$ cat src/rtl/rfile_wb_arb.sv
// Two-requester register-file writeback arbiter (ALU = A, load = B), round-robin or A-priority.
// Latency: one cycle from accepted request to registered regWrite/writeR/writeRData.
// Backpressure: wr_stall or a lost arbitration holds ready low; requester keeps valid/reg/data stable.
//
// Ports:
//   clk, rst (async, active-low)
//   a_valid/a_reg/a_data/a_ready : requester A (ALU writeback)
//   b_valid/b_reg/b_data/b_ready : requester B (load writeback)
//   wr_stall                     : write port unavailable, blocks all grants
//   regWrite/writeR/writeRData   : registered write port toward the register file
//   wr_count                     : committed writes (wraps), x0_drops: accepted writes to r0 (saturates)
module rfile_wb_arb #(
    parameter int MODE = 0
) (
    input  logic        clk,
    input  logic        rst,
    input  logic        a_valid,
    input  logic [4:0]  a_reg,
    input  logic [31:0] a_data,
    output logic        a_ready,
    input  logic        b_valid,
    input  logic [4:0]  b_reg,
    input  logic [31:0] b_data,
    output logic        b_ready,
    input  logic        wr_stall,
    output logic        regWrite,
    output logic [4:0]  writeR,
    output logic [31:0] writeRData,
    output logic [15:0] wr_count,
    output logic [7:0]  x0_drops
);

    localparam logic GRANT_A   = 1'b0;
    localparam logic GRANT_B   = 1'b1;
    localparam logic FIXED_PRI = (MODE == 1);

    logic        last_grant;
    logic        a_wins_tie;
    logic        a_xfer;
    logic        b_xfer;
    logic        xfer;
    logic [4:0]  sel_reg;
    logic [31:0] sel_data;
    logic        sel_is_x0;

    // On contention A wins under fixed priority, or in round-robin when B had the last grant.
    assign a_wins_tie = FIXED_PRI | (last_grant == GRANT_B);

    // Ready is gated by rst so nothing is accepted while reset is held.
    assign a_ready = rst & ~wr_stall & a_valid & (~b_valid | a_wins_tie);
    assign b_ready = rst & ~wr_stall & b_valid & ~(a_valid & a_wins_tie);

    assign a_xfer    = a_valid & a_ready;
    assign b_xfer    = b_valid & b_ready;
    assign xfer      = a_xfer | b_xfer;
    assign sel_reg   = a_xfer ? a_reg  : b_reg;
    assign sel_data  = a_xfer ? a_data : b_data;
    assign sel_is_x0 = (sel_reg == 5'd0);

    always_ff @(posedge clk or negedge rst) begin
        if (!rst) begin
            last_grant <= GRANT_B;
            regWrite   <= 1'b0;
            writeR     <= 5'd0;
            writeRData <= 32'd0;
            wr_count   <= 16'd0;
            x0_drops   <= 8'd0;
        end else begin
            regWrite <= xfer & ~sel_is_x0;
            if (xfer) begin
                last_grant <= b_xfer ? GRANT_B : GRANT_A;
                if (!sel_is_x0) begin
                    // Count is bumped alongside regWrite so it already reflects the visible write.
                    writeR     <= sel_reg;
                    writeRData <= sel_data;
                    wr_count   <= wr_count + 16'd1;
                end else if (x0_drops != 8'hFF) begin
                    // r0 writes are swallowed: port keeps its previous address/data.
                    x0_drops <= x0_drops + 8'd1;
                end
            end
        end
    end

endmodule

$ cat config.mk
export PLATFORM = sky130hd
export DESIGN_NAME = rfile_wb_arb
export DESIGN_NICKNAME = d
export VERILOG_FILES = /design/src/rtl/rfile_wb_arb.sv
export SDC_FILE = /design/constraint.sdc
export NUM_CORES = 1
export LEC_CHECK = 0
export CELL_PAD_IN_SITES_DETAIL_PLACEMENT = 1
export CELL_PAD_IN_SITES_GLOBAL_PLACEMENT = 2
export CORE_MARGIN = 2
export CORE_UTILIZATION = 26
export CTS_BUF_LIST = sky130_fd_sc_hd__clkbuf_8
export DETAILED_ROUTE_END_ITERATION = 10
export PLACE_DENSITY = 0.9
export SYNTH_ARGS = -nofsm -noshare
export SYNTH_HDL_FRONTEND = slang
export SYNTH_SLANG_ARGS = --single-unit
$ cat constraint.sdc
create_clock -name clk -period 3 [get_ports clk]
set_input_delay 0.6 -clock clk [delete_from_list [all_inputs] [get_ports clk]]
set_output_delay 0.6 -clock clk [all_outputs]
set_load 0.03 [all_outputs]
After elaboration in Yosys (flattened, before gate mapping)
Cells that the tools add are included.
- input port bits: 79
- flip-flop bits (word level): 63
- output and inout port bits: 64
- bitwise logic cells: 15
- equality and inequality tests: 1
- muxes and demuxes: 3
- reduce and logical (&&, ||, !) cells: 3
- add/sub/neg operators: 2
- operator list (kind ; number):
    $mux 32 ; 1
    $add 16x1->16 const B ; 1
    $and 1x1->1 ; 9
    $add 8x1->8 const B ; 1
    $ne 8x8->1 const B ; 1
    $logic_not 5->1 ; 1
    $mux 5 ; 1
    $not 1->1 ; 4
    $reduce_and 3->1 ; 1
    $or 1x1->1 ; 2
    $reduce_and 2->1 ; 1
    $mux 1 ; 1

Logic depth before layout (Yosys ltp)
Gate-level depths: netlist of the first run.
- depth after elaboration: 9
- depth in mapped cells: 6
- depth with buffers taken out: 5

Worst setup path before layout of the first run
Ideal clock, no wire load.
- path type: input to register
- from: input port a_reg[2]
- to: register x0_drops[1]
- data required time: 2.872 ns
- buffers on the path: 0
- setup slack: 0.944 ns
- arrival: 1.929 ns
- stages: 5
- setup time: 0.128 ns
- cells stage by stage: or4_4 nor2_4 a21oi_2 nor3_2 mux2_1
- word-level cells in the longest chain between the ends: 3
- ends and longest elaborated chain (item ; RTL line ; text):
    from (decl) ; 18 ; input logic [4:0] a_reg,
    $mux 5 ; 56 ; assign sel_reg = a_xfer ? a_reg : b_reg;
    $logic_not 5->1 ; 58 ; assign sel_is_x0 = (sel_reg == 5'd0);
    $reduce_and 3->1 (no source line) ; -- ;
    to (signal assigned) ; 79 ; x0_drops <= x0_drops + 8'd1;
    to (decl) ; 30 ; output logic [7:0] x0_drops
Every way passes these cells.
A chain may end at the register's enable or synchronous reset.

Final worst setup path of the first run
- from: input port wr_stall
- to: output port a_ready
- word-level cells in the longest chain between the ends: 4
- ends and longest elaborated chain (item ; RTL line ; text):
    from (decl) ; 25 ; input logic wr_stall,
    $not 1->1 ; 50 ; assign a_ready = rst & ~wr_stall & a_valid & (~b_valid | a_wins_tie);
    $and 1x1->1 (3 in series) ; 50 ;
    to (decl) ; 20 ; output logic a_ready,
Every way passes these cells.

==> results.txt, run 1 <==
----------------------------------------------------
[Run status]
  Status ... finished clean

[Drt]
  Drt via density ... 4.59
  DR vias ... 2603
  DRT Wirelength ... 8620 um
  Detailed-route wire length per cell ... 15.2 um
  Number of design rule violations left after detail routing ... 0
  Detailed Routing Iterations Pass 1 ... 5
  Number of antenna-violating nets in the routed design ... 0
  Detailed Route Iter0 Violations ... 65

[Yosys]
  Unique cell type count in the Yosys netlist ... 36
  Net Count, Synth ... 355
  Sequential cell area fraction in the yosys report ... 53.1%
  Number of synthesized register bits ... 63
  Async set-reset flop share out of synthesis ... 100%
  Avg Inst Size Synth ... 10.8 sq um
  Flip-flop cell with the highest count after synthesis ... sky130_fd_sc_hd__dfrtp_1
  Share of the synthesized area in the top cell type ... 52.2%
  Yosys warns ... 0
  Total standard cell area after synthesis ... 2970 sq um
  Cell accounting for the most synthesized area ... sky130_fd_sc_hd__dfrtp_1
  EDFF count, synth ... 0
  Top post-synthesis cells by area ... sky130_fd_sc_hd__dfrtp_1, sky130_fd_sc_hd__mux2i_1, sky130_fd_sc_hd__a21oi_1
  Post-synthesis cell count ... 274

[Critical path]
  Req. time, crit path ... 2.40 ns
  Dominant delay contributor by cell family on the critical path ... buffers and inverters
  Number of cells traversed by the worst register-to-register path ... 6
  Crit path from ... wr_stall
  Sequence of cells on the critical path ... clkdlybuf4s50_1 > nand3b_1 > nor2_4 > buf_4
  Crit path largest cell delay ... 0.43 ns
  Setup crit start kind ... input pin
  Critical path endpoint category ... primary output
  Reg-to-reg startpoint ... a_wins_tie
  Largest fanout of any net on the critical path ... 5
  Cell with the largest stage delay on the worst path ... sky130_fd_sc_hd__clkdlybuf4s50_1
  Count of cell instances traversed by the critical path ... 4
  Crit path DAT ... 1.75 ns
  CP Class ... input pin to primary output
  Critical path buffers and inverters ... 2

[Timing]
  Post-route setup TNS ... 0 ns
  Slew at the pin closest to its max-slew limit ... 0.834 ns
  Final Hold Vio Count ... 0
  Setup repair after global routing missed its margin ... false
  Max_slew headroom ... 44.4%
  Final-report setup violation count ... 0
  Top achievable clock speed ... 426 MHz
  Slew Limit Fails ... 0
  Final cycle utilization of the critical path ... 78.2%
  Worst hold margin ... 0.473 ns
  Final clock skew ... 0.00423 ns
  Final period demand of the worst path ... 2.35 ns

[Global routing]
  Global routing met2 resource utilization ... 23.9%
  Met1 usage in global routing ... 17.9%
  Global-route met3 utilization ... 3.55%
  Number of global-route vias before repair ... 2773
  Number of antenna violations at the first check in global routing ... 0
  GR peak layer ... met2
  Residual overflow from global routing ... 0
  Total track usage ... 14.4%
  Maximum number of pins on one net before global-route repair ... 64
  First-pass GRT wire length ... 14200 um

[Placed design]
  Buffers added on ports ... 142
  Post-DP HPWL ... 6440 um
  Routability cong. ... 0.836

[Pwr]
  Net Sw Frac ... 33.8%
  Static Leakage ... 0.00189 uW
  Power share of the clock group ... 26.4%
  Int Power ... 1790 uW
  Share of total power in sequential cells ... 39.9%
  Combinational fraction of design power ... 33.7%
  Pwr Density ... 569 nW/um^2
  Maximum resistive drop on vdd ... 195 uV
  Power spent charging and discharging nets ... 914 uW

[Flow run]
  Max Cap Violations ... 0

[Clock network]
  Source-to-sink clock delay at the later pin of the worst-skew pair ... 0.33 ns
  Cell at the root of the clock tree ... sky130_fd_sc_hd__clkbuf_8
  Maximum level of the CTS H-tree ... 3
  Post-CTS resize count ... 0
  Hold-fix buffer count after cts ... 0
  Maximum buffer depth of the clock tree ... 2
  Number of buffers added by the clock tree synthesis step ... 9
  Number of clock sinks ... 63
  Clock Pin Slew Worst Setup and Hold Paths ... 0.07 ns
  CTS tree ... built
  Setup Fix Bufs, Post-CTS ... 0

[Floorplan]
  Full die area ... 12300 sq um
  Die span in x ... 111 um
  Starting utilization of the core area ... 26.4%
  Core box area ... 11300 sq um
  Row cnt ... 39
  Vertical die dimension ... 111 um
  IO Pins ... 143

[Finish]
  Antenna diode instance count ... 0
  Post-layout nets ... 500
  Fillers ... 1253
  Layout Area Growth over Synthesis ... 59.8%
  Fraction of final layout cells with drive strength greater than 1 ... 8.02%

[Min path]
  Number of cells on the worst hold path ... 1
  Worst hold path startpoint ... wr_count[15]
  Hold/Removal Path Class ... flip-flop to flip-flop

----------------------------------------------------
worst register-to-register path, cell delays in order (launching register included):
cell and delay (ns):
sky130_fd_sc_hd__dfstp_2 0.55, sky130_fd_sc_hd__nor2b_1 0.09, sky130_fd_sc_hd__o211a_1 0.28, sky130_fd_sc_hd__a211oi_4 0.29, sky130_fd_sc_hd__buf_4 0.43, sky130_fd_sc_hd__nor2_1 0.11, sky130_fd_sc_hd__a21oi_1 0.14
placed cells by master, fill, tap and decap left out, types with 3 or more instances in the layout:
master / Yosys / routed
sky130_fd_sc_hd__buf_4: 1 / 7
sky130_fd_sc_hd__nor3_1: 3 / 3
sky130_fd_sc_hd__inv_1: 4 / 6
sky130_fd_sc_hd__clkinv_2: 0 / 3
sky130_fd_sc_hd__and3_1: 4 / 4
sky130_fd_sc_hd__nor2_1: 38 / 38
sky130_fd_sc_hd__dfrtp_1: 62 / 62
sky130_fd_sc_hd__and2_1: 3 / 3
sky130_fd_sc_hd__nand4_1: 6 / 6
sky130_fd_sc_hd__and4_1: 4 / 4
sky130_fd_sc_hd__clkdlybuf4s50_1: 0 / 139
sky130_fd_sc_hd__mux2i_1: 37 / 37
sky130_fd_sc_hd__clkbuf_8: 0 / 10
sky130_fd_sc_hd__a21oi_1: 35 / 35
sky130_fd_sc_hd__xnor2_1: 14 / 14
sky130_fd_sc_hd__nand2_1: 8 / 8
sky130_fd_sc_hd__xor2_1: 7 / 7
sky130_fd_sc_hd__nand3_1: 10 / 10
sky130_fd_sc_hd__o22ai_1: 3 / 3
final timing paths:
| path | to | slack, ns |
|---|---|---|
| min in group asynchronous | x0_drops[2] | 0.49 |
| setup reg to reg | writeRData[7] | 1.04 |
| hold reg to reg | wr_count[15] | 0.47 |
| max in group asynchronous | x0_drops[1] | 1.93 |
| hold / removal | wr_count[15] | 0.47 |
| setup / recovery | a_ready | 0.65 |
state kept, by name, indices dropped and copies added (netlist names):
register / count
writeRData: 32
regWrite: 1
x0_drops: 8
writeR: 5
a_wins_tie: 1
wr_count: 16
Yosys cell counts (6+ instances only):
cell type and count:
sky130_fd_sc_hd__a21oi_1 35, sky130_fd_sc_hd__nand3_1 10, sky130_fd_sc_hd__xor2_1 7, sky130_fd_sc_hd__mux2i_1 37, sky130_fd_sc_hd__xnor2_1 14, sky130_fd_sc_hd__nand2_1 8, sky130_fd_sc_hd__nor2_1 38, sky130_fd_sc_hd__nand4_1 6
sky130_fd_sc_hd__buf_2 9, sky130_fd_sc_hd__dfrtp_1 62
power by group through the flow:
stage	combinational, uW	clock (uW)	sequential (uW)
after detailed placement	923	0	1090
final	910	712	1080
after floorplan	212	0	1340
after global placement	901	0	1090
after CTS	925	750	1080
after global routing	976	789	1100
kinds of logic (layout without fill, tap and decap cells):
family / after synthesis / after routing / share of synthesized area, %
muxes: 40 / 40 / 13.6
and+or+nand+nor: 87 / 87 / 15.3
xor gates and xnor gates: 21 / 21 / 6.19
DFF: 63 / 63 / 53.1
buffers and inverters: 18 / 168 / 2.78
AOI/OAI and AO/OA: 43 / 43 / 8.17
adders and majority gates: 2 / 2 / 0.842
cell type report:
type                       instances  area, sq um  share of cell area (%)
inverter                           4         15.0                   0.316
clock buffer                      10          138                    2.90
multi-input combinational        193         1320                    27.7
tap                              143          179                    3.77
clock inverter                     6         52.6                    1.11
sequential                        63         1580                    33.2
timing repair buffer             148         1470                    31.0
stage by stage:
stage	setup slack [ns]	area (sq um)	power [uW]	util, %	instances
2_1_floorplan	0.944	2970	1550	-	274
3_3_place_gp	0.379	4560	1990	40.4	551
3_5_place_dp	0.336	4560	2020	40.4	551
4_1_cts	0.627	4750	2750	42.1	567
5_1_grt	0.500	4750	2860	42.1	567
6_report	0.653	4750	2700	42.1	567
layer usage:
layer  part of all wire [%]  vias up
met1                     43     1267
li1                       -     1246
met4                    1.4        0
met3                    5.3       11
met5                      0        -
met2                     50       79
(Power assumes the default switching activity.)
==> inputs of run 2 (changes only) <==
--- a/config.mk
+++ b/config.mk
@@ -8,10 +8,10 @@
 export CELL_PAD_IN_SITES_DETAIL_PLACEMENT = 1
 export CELL_PAD_IN_SITES_GLOBAL_PLACEMENT = 2
 export CORE_MARGIN = 2
-export CORE_UTILIZATION = 26
+export CORE_UTILIZATION = 25
 export CTS_BUF_LIST = sky130_fd_sc_hd__clkbuf_8
 export DETAILED_ROUTE_END_ITERATION = 10
-export PLACE_DENSITY = 0.9
+export PLACE_DENSITY = 0.87
 export SYNTH_ARGS = -nofsm -noshare
 export SYNTH_HDL_FRONTEND = slang
 export SYNTH_SLANG_ARGS = --single-unit
==> constraint.sdc (replaced) <==
create_clock -name clk -period 2.38 [get_ports clk]
set_input_delay 0.476 -clock clk [delete_from_list [all_inputs] [get_ports clk]]
set_output_delay 0.476 -clock clk [all_outputs]
set_load 0.03 [all_outputs]
==> run 2 against run 1 <==
Compared with the run above: combinational power grew 27%; cell count increased by 1.4%; worst setup slack worse by 0.50 ns; the run now ends with design-rule violations left; via count grew 2.9%; critical path depth grew 1; wire length grew 1.2%; sequential cell count unchanged; clock skew rose by 0.0019 ns; largest power group unchanged; register-to-register slack lost 0.56 ns.
==> results.txt, run 2 (synthesized netlist as in run 1, its figures left out) <==
----------------------------------------------------
[Drt]
  Drt via density ... 4.66
  DRT Wirelength ... 8720 um
  Detailed Routing Iterations Pass 1 ... 7
  Number of antenna-violating nets in the routed design ... 0
  Number of design rule violations left after detail routing ... 9
  Detailed-route wire length per cell ... 15.2 um
  DR vias ... 2678
  Detailed Route Iter0 Violations ... 61

[Global routing]
  Total track usage ... 14.0%
  Residual overflow from global routing ... 0
  First-pass GRT wire length ... 14300 um
  Number of antenna violations at the first check in global routing ... 0
  Maximum number of pins on one net before global-route repair ... 55
  Number of global-route vias before repair ... 2862

[Clock network]
  Setup Fix Bufs, Post-CTS ... 0
  Clock Pin Slew Worst Setup and Hold Paths ... 0.07 ns
  Hold-fix buffer count after cts ... 0
  Cell at the root of the clock tree ... sky130_fd_sc_hd__clkbuf_8
  Maximum buffer depth of the clock tree ... 2
  Number of clock sinks ... 63
  Source-to-sink clock delay at the later pin of the worst-skew pair ... 0.32 ns
  Number of buffers added by the clock tree synthesis step ... 9
  Post-CTS resize count ... 0
  Maximum level of the CTS H-tree ... 3
  CTS tree ... built

[Timing]
  Max_slew headroom ... 53.4%
  Final cycle utilization of the critical path ... 93.5%
  Setup repair after global routing missed its margin ... false
  Worst hold margin ... 0.118 ns
  Slew at the pin closest to its max-slew limit ... 0.699 ns
  Final-report setup violation count ... 0
  Slew Limit Fails ... 0
  Final period demand of the worst path ... 2.23 ns
  Final clock skew ... 0.00613 ns
  Top achievable clock speed ... 449 MHz
  Final setup slack of the worst path ... 0.155 ns
  Final Hold Vio Count ... 0

[Placed design]
  Area post-placement ... 4660 sq um
  Placed cell count ... 560
  Buffers added on ports ... 142
  Post-DP HPWL ... 6770 um
  Routability cong. ... 0.757
  Worst setup timing slack at the placement stage ... -0.0714 ns

[Run status]
  Status ... finished with violations
  Violations in the final reports ... design-rule violations

[Pwr]
  Pwr Density ... 701 nW/um^2
  Maximum resistive drop on vdd ... 456 uV
  Final Total Pwr ... 3390 uW
  Static Leakage ... 0.00193 uW

[Flow run]
  Max Cap Violations ... 0

[Min path]
  Hold/Removal Path Class ... input pin to asynchronous set/reset pin

[Floorplan]
  Die span in x ... 113 um
  Row cnt ... 39
  Vertical die dimension ... 113 um
  Full die area ... 12800 sq um
  Starting utilization of the core area ... 25.8%
  IO Pins ... 143
  Core box area ... 11500 sq um

[Finish]
  Final cell area excluding filler cells ... 4840 sq um
  Antenna diode instance count ... 0
  Post-layout nets ... 509
  Area occupied by registers ... 1580 sq um
  Highest-count cells in the layout ignoring fill and taps ... sky130_fd_sc_hd__clkdlybuf4s50_1, sky130_fd_sc_hd__dfrtp_1, sky130_fd_sc_hd__nor2_1, sky130_fd_sc_hd__mux2i_1, sky130_fd_sc_hd__a21oi_1
  Largest register FFs ... 32
  Area of the multi-input gates ... 1320 sq um
  Register with the highest flop count ... writeRData
  Fraction of final layout cells with drive strength greater than 1 ... 9.72%
  Fin cells ... 575
  Fillers ... 1282
  Layout Area Growth over Synthesis ... 62.9%
  Biggest registers after layout ... writeRData x32, wr_count x16, x0_drops x8
  Most common cell after layout, fill and taps aside ... sky130_fd_sc_hd__clkdlybuf4s50_1

[Critical path]
  Minimum setup slack among reg-to-reg paths ... 0.48 ns
  Critical path endpoint category ... primary output
  Crit path DAT ... 1.75 ns
  Largest fanout of any net on the critical path ... 5
  Setup crit start kind ... input pin
  CP Class ... input pin to primary output
  Req. time, crit path ... 1.90 ns

----------------------------------------------------
-- run 2: cell types whose count changed in the layout (fill, tap and decap cells not counted), sizes merged --
| cell | previous run | this run |
|---|---|---|
| buf | 9 | 18 |
| clkbuf | 10 | 9 |
| clkinv | 3 | 2 |
| clkinvlp | 0 | 1 |
-- run 2: area by class of cell --
cell class	instances	area share (%)
well taps	143	3.70
clock buffers	9	2.56
multi-input cells	193	27.2
flip-flops and latches	63	32.6
inverters	4	0.310
clock inverters	6	1.14
repair buffers	157	32.5
-- run 2: critical path, cell delays in order --
cell and delay [ns]:
sky130_fd_sc_hd__clkdlybuf4s50_1 0.51, sky130_fd_sc_hd__nand3b_1 0.17, sky130_fd_sc_hd__nor2_4 0.22, sky130_fd_sc_hd__buf_4 0.21, sky130_fd_sc_hd__buf_4 0.17
-- run 2: path summary, 6_finish.rpt --
path	cells past startpoint	from	end
min in group clk	1	wr_count[15]	wr_count[15]
worst min register to register	1	wr_count[15]	wr_count[15]
worst max register to register	7	a_wins_tie	writeRData[16]
max in group asynchronous	2	rst	writeRData[31]
worst min-delay path	2	rst	x0_drops[0]
worst max-delay path	5	a_valid	a_ready
-- run 2: where the power goes --
part	internal (uW)	switching [uW]	leakage, uW
clock	467	401	0.0000975
sequential	1240	126	0.000759
combinational	532	633	0.00107
total	2240	1160	0.00193
-- run 2: routing by layer --
| metal | routed length (um) | up-vias | GRT usage [%] |
|---|---|---|---|
| met5 | 0 | - | 0 |
| met4 | 104 | 0 | 4.07 |
| met3 | 576 | 9 | 4.34 |
| met2 | 4560 | 74 | 24.7 |
| met1 | 3480 | 1335 | 16.3 |
| li1 | - | 1260 | - |
-- run 2: metrics by stage --
step	TNS [ns]	utilization, %
floorplan	0	-
global placement	-0.0483	40.5
finish	0	42.0
global route	0	42.0
CTS	0	42.0
detailed placement	-1.01	40.5
==> inputs of run 3 (changes only) <==
==> config.mk (replaced) <==
export PLATFORM = sky130hd
export DESIGN_NAME = rfile_wb_arb
export DESIGN_NICKNAME = d
export VERILOG_FILES = /design/src/rtl/rfile_wb_arb.sv
export SDC_FILE = /design/constraint.sdc
export NUM_CORES = 1
export LEC_CHECK = 0
export CAP_MARGIN = 25
export CELL_PAD_IN_SITES_DETAIL_PLACEMENT = 1
export CELL_PAD_IN_SITES_GLOBAL_PLACEMENT = 2
export CORE_MARGIN = 2
export CORE_UTILIZATION = 21
export DETAILED_ROUTE_END_ITERATION = 10
export PLACE_DENSITY = 0.79
export SYNTH_ARGS = -nofsm -noshare
export SYNTH_HDL_FRONTEND = slang
export SYNTH_SLANG_ARGS = --single-unit
==> constraint.sdc (replaced) <==
create_clock -name clk -period 1.85 [get_ports clk]
set_input_delay 0.37 -clock clk [delete_from_list [all_inputs] [get_ports clk]]
set_output_delay 0.37 -clock clk [all_outputs]
set_load 0.03 [all_outputs]
==> run 3 against run 2 <==
Compared with the run above: register-to-register slack worse by 0.43 ns; total power rose by 43%; sequential cell count stayed put; global-route usage is 0.71 points lower; sequential power grew 29%; critical path type is now flip-flop to primary output; count of clock-buffer cells in the layout is 4 higher; wire length rose by 13%; largest power group unchanged; the flow now finishes without violations; die area increased by 18%.
==> results.txt, run 3 (synthesized netlist as in run 1, its figures left out) <==
----------------------------------------------------
[Timing]
  Final-report setup violation count ... 0
  Final period demand of the worst path ... 1.81 ns
  Post-route setup TNS ... 0 ns
  Final setup slack of the worst path ... 0.0360 ns
  Slew Limit Fails ... 0
  Final Hold Vio Count ... 0
  Final clock skew ... 0.00563 ns
  Setup repair after global routing missed its margin ... true
  Top achievable clock speed ... 551 MHz
  Slew at the pin closest to its max-slew limit ... 0.822 ns
  Final cycle utilization of the critical path ... 98.1%
  Max_slew headroom ... 45.2%

[Critical path]
  Crit path DAT ... 1.44 ns
  Crit path largest cell delay ... 0.55 ns
  Req. time, crit path ... 1.48 ns
  Crit path top cell by count ... sky130_fd_sc_hd__buf_6
  Setup crit start kind ... flip-flop
  Reg-to-Reg End ... wr_count[8]
  Number of cells traversed by the worst register-to-register path ... 7
  Sequence of cells on the critical path ... nor2b_4 > buf_6 > nor2_4 > buf_8 > buf_6
  Critical path buffers and inverters ... 3
  Reg-to-reg startpoint ... a_wins_tie
  CP Class ... flip-flop to primary output
  Dominant delay contributor by cell family on the critical path ... flip-flops
  Minimum setup slack among reg-to-reg paths ... 0.05 ns
  Largest fanout of any net on the critical path ... 3
  Cell with the largest stage delay on the worst path ... sky130_fd_sc_hd__dfstp_2
  Critical path endpoint category ... primary output

[Pwr]
  Final Total Pwr ... 4850 uW
  Share of total power in sequential cells ... 36.3%
  Maximum resistive drop on vdd ... 360 uV
  Int Power ... 3280 uW
  Pwr Density ... 915 nW/um^2
  Net Sw Frac ... 32.2%
  Power share of the clock group ... 31.3%
  Static Leakage ... 0.00223 uW
  Power spent charging and discharging nets ... 1560 uW
  Combinational fraction of design power ... 32.4%

[Global routing]
  Residual overflow from global routing ... 0
  Total track usage ... 13.3%
  Maximum number of pins on one net before global-route repair ... 64
  Number of global-route vias before repair ... 2963
  Number of antenna violations at the first check in global routing ... 0
  First-pass GRT wire length ... 15200 um

[Clock network]
  Number of clock sinks ... 63
  Maximum buffer depth of the clock tree ... 2
  Hold-fix buffer count after cts ... 0
  Source-to-sink clock delay at the later pin of the worst-skew pair ... 0.32 ns
  CTS tree ... built
  Cell at the root of the clock tree ... sky130_fd_sc_hd__clkbuf_16
  Clock Pin Slew Worst Setup and Hold Paths ... 0.05 ns
  Number of buffers added by the clock tree synthesis step ... 9
  Maximum level of the CTS H-tree ... 3

[Drt]
  Detailed Route Iter0 Violations ... 45
  Detailed Routing Iterations Pass 1 ... 4
  Number of design rule violations left after detail routing ... 0
  Drt via density ... 4.30
  DRT Wirelength ... 9890 um
  DR vias ... 2731
  Number of antenna-violating nets in the routed design ... 0
  Detailed-route wire length per cell ... 15.6 um

[Finish]
  Biggest registers after layout ... writeRData x32, wr_count x16, x0_drops x8
  Layout Area Growth over Synthesis ... 78.3%
  Register with the highest flop count ... writeRData
  Highest-count cells in the layout ignoring fill and taps ... sky130_fd_sc_hd__clkdlybuf4s50_1, sky130_fd_sc_hd__dfrtp_1, sky130_fd_sc_hd__nor2_1, sky130_fd_sc_hd__a21oi_1, sky130_fd_sc_hd__mux2i_1
  Post-layout nets ... 533
  Fraction of final layout cells with drive strength greater than 1 ... 16.7%
  Antenna diode instance count ... 0
  Final core area utilization ... 38.3%
  Largest register FFs ... 32
  Most common cell after layout, fill and taps aside ... sky130_fd_sc_hd__clkdlybuf4s50_1
  Fin cells ... 635

[Min path]
  Hold/Removal Path Class ... input pin to asynchronous set/reset pin

[Placed design]
  Buffers added on ports ... 142
  Placed cell count ... 611
  Routability cong. ... 0.727
  Post-DP HPWL ... 7110 um
  Worst setup timing slack at the placement stage ... -0.568 ns

[Floorplan]
  Full die area ... 15100 sq um
  Starting utilization of the core area ... 21.5%
  IO Pins ... 143
  Row cnt ... 43
  Core box area ... 13800 sq um
  Vertical die dimension ... 123 um
  Die span in x ... 123 um

[Flow run]
  Max Cap Violations ... 0

[Run status]
  Status ... finished clean

----------------------------------------------------
-- run 3: cell types whose count changed in the layout (fill, tap and decap cells not counted), moves of 3 or more --
cell                              previous run  this run
sky130_fd_sc_hd__buf_4                      13        24
sky130_fd_sc_hd__buf_6                       0        12
sky130_fd_sc_hd__clkbuf_16                   0        10
sky130_fd_sc_hd__clkbuf_8                    9         2
sky130_fd_sc_hd__clkdlybuf4s50_1           139       123
sky130_fd_sc_hd__dlygate4sd2_1               0         7
sky130_fd_sc_hd__dlymetal6s2s_1              0         7
sky130_fd_sc_hd__mux2i_1                    37        34
-- run 3: layer usage --
layer  global-route usage [%]  wire length (um)
met5                        0                 0
met4                     5.82               160
met3                     3.37               592
met2                     22.5              5100
met1                     15.8              4040
-- run 3: how the worst max path moves through the flow --
stage | start | end | slack (ns) | depth (start not counted)
4_1_cts | x0_drops[4] | x0_drops[4] | 0.004 | 1
2_1_floorplan | a_reg[2] | x0_drops[1] | 0.02 | 5
3_3_place_gp | a_reg[2] | x0_drops[6] | -0.44 | 7
6_report | a_wins_tie | a_ready | 0.04 | 5
5_1_grt | a_wins_tie | wr_count[11] | -0.04 | 9
3_5_place_dp | a_reg[2] | x0_drops[6] | -0.57 | 7
-- run 3: timing repair --
action | CTS | global route
gates resized for setup | 28 | 21
pin swaps | 13 | 10
gates cloned | 1 | 1
setup buffers | 8 | 1
endpoints found under the setup margin | 51 | 62
-- run 3: area by class of cell --
| type | instances | area, sq um |
|---|---|---|
| timing repair buffer | 181 | 1820 |
| sequential | 63 | 1580 |
| inverter | 4 | 15.0 |
| clock buffer | 13 | 260 |
| tap | 180 | 225 |
| multi-input combinational | 193 | 1390 |
| clock inverter | 1 | 5.00 |
| fill | 1570 | 8530 |
-- run 3: power by group through the flow --
stage	Clock [uW]	Sequential (uW)	Combinational (uW)
6_report	1510	1760	1570
5_1_grt	1640	1800	1690
4_1_cts	1580	1760	1580
3_5_place_dp	0	1780	1550
3_3_place_gp	0	1770	1530
2_1_floorplan	0	2170	344
-- run 3: per-stage QoR --
stage	hold slack (ns)	cell area, sq um
finish	0.289	5300
floorplan	0.0744	2970
global placement	0.470	4800
detailed placement	0.482	4800
global route	0.363	5300
CTS	0.324	5220
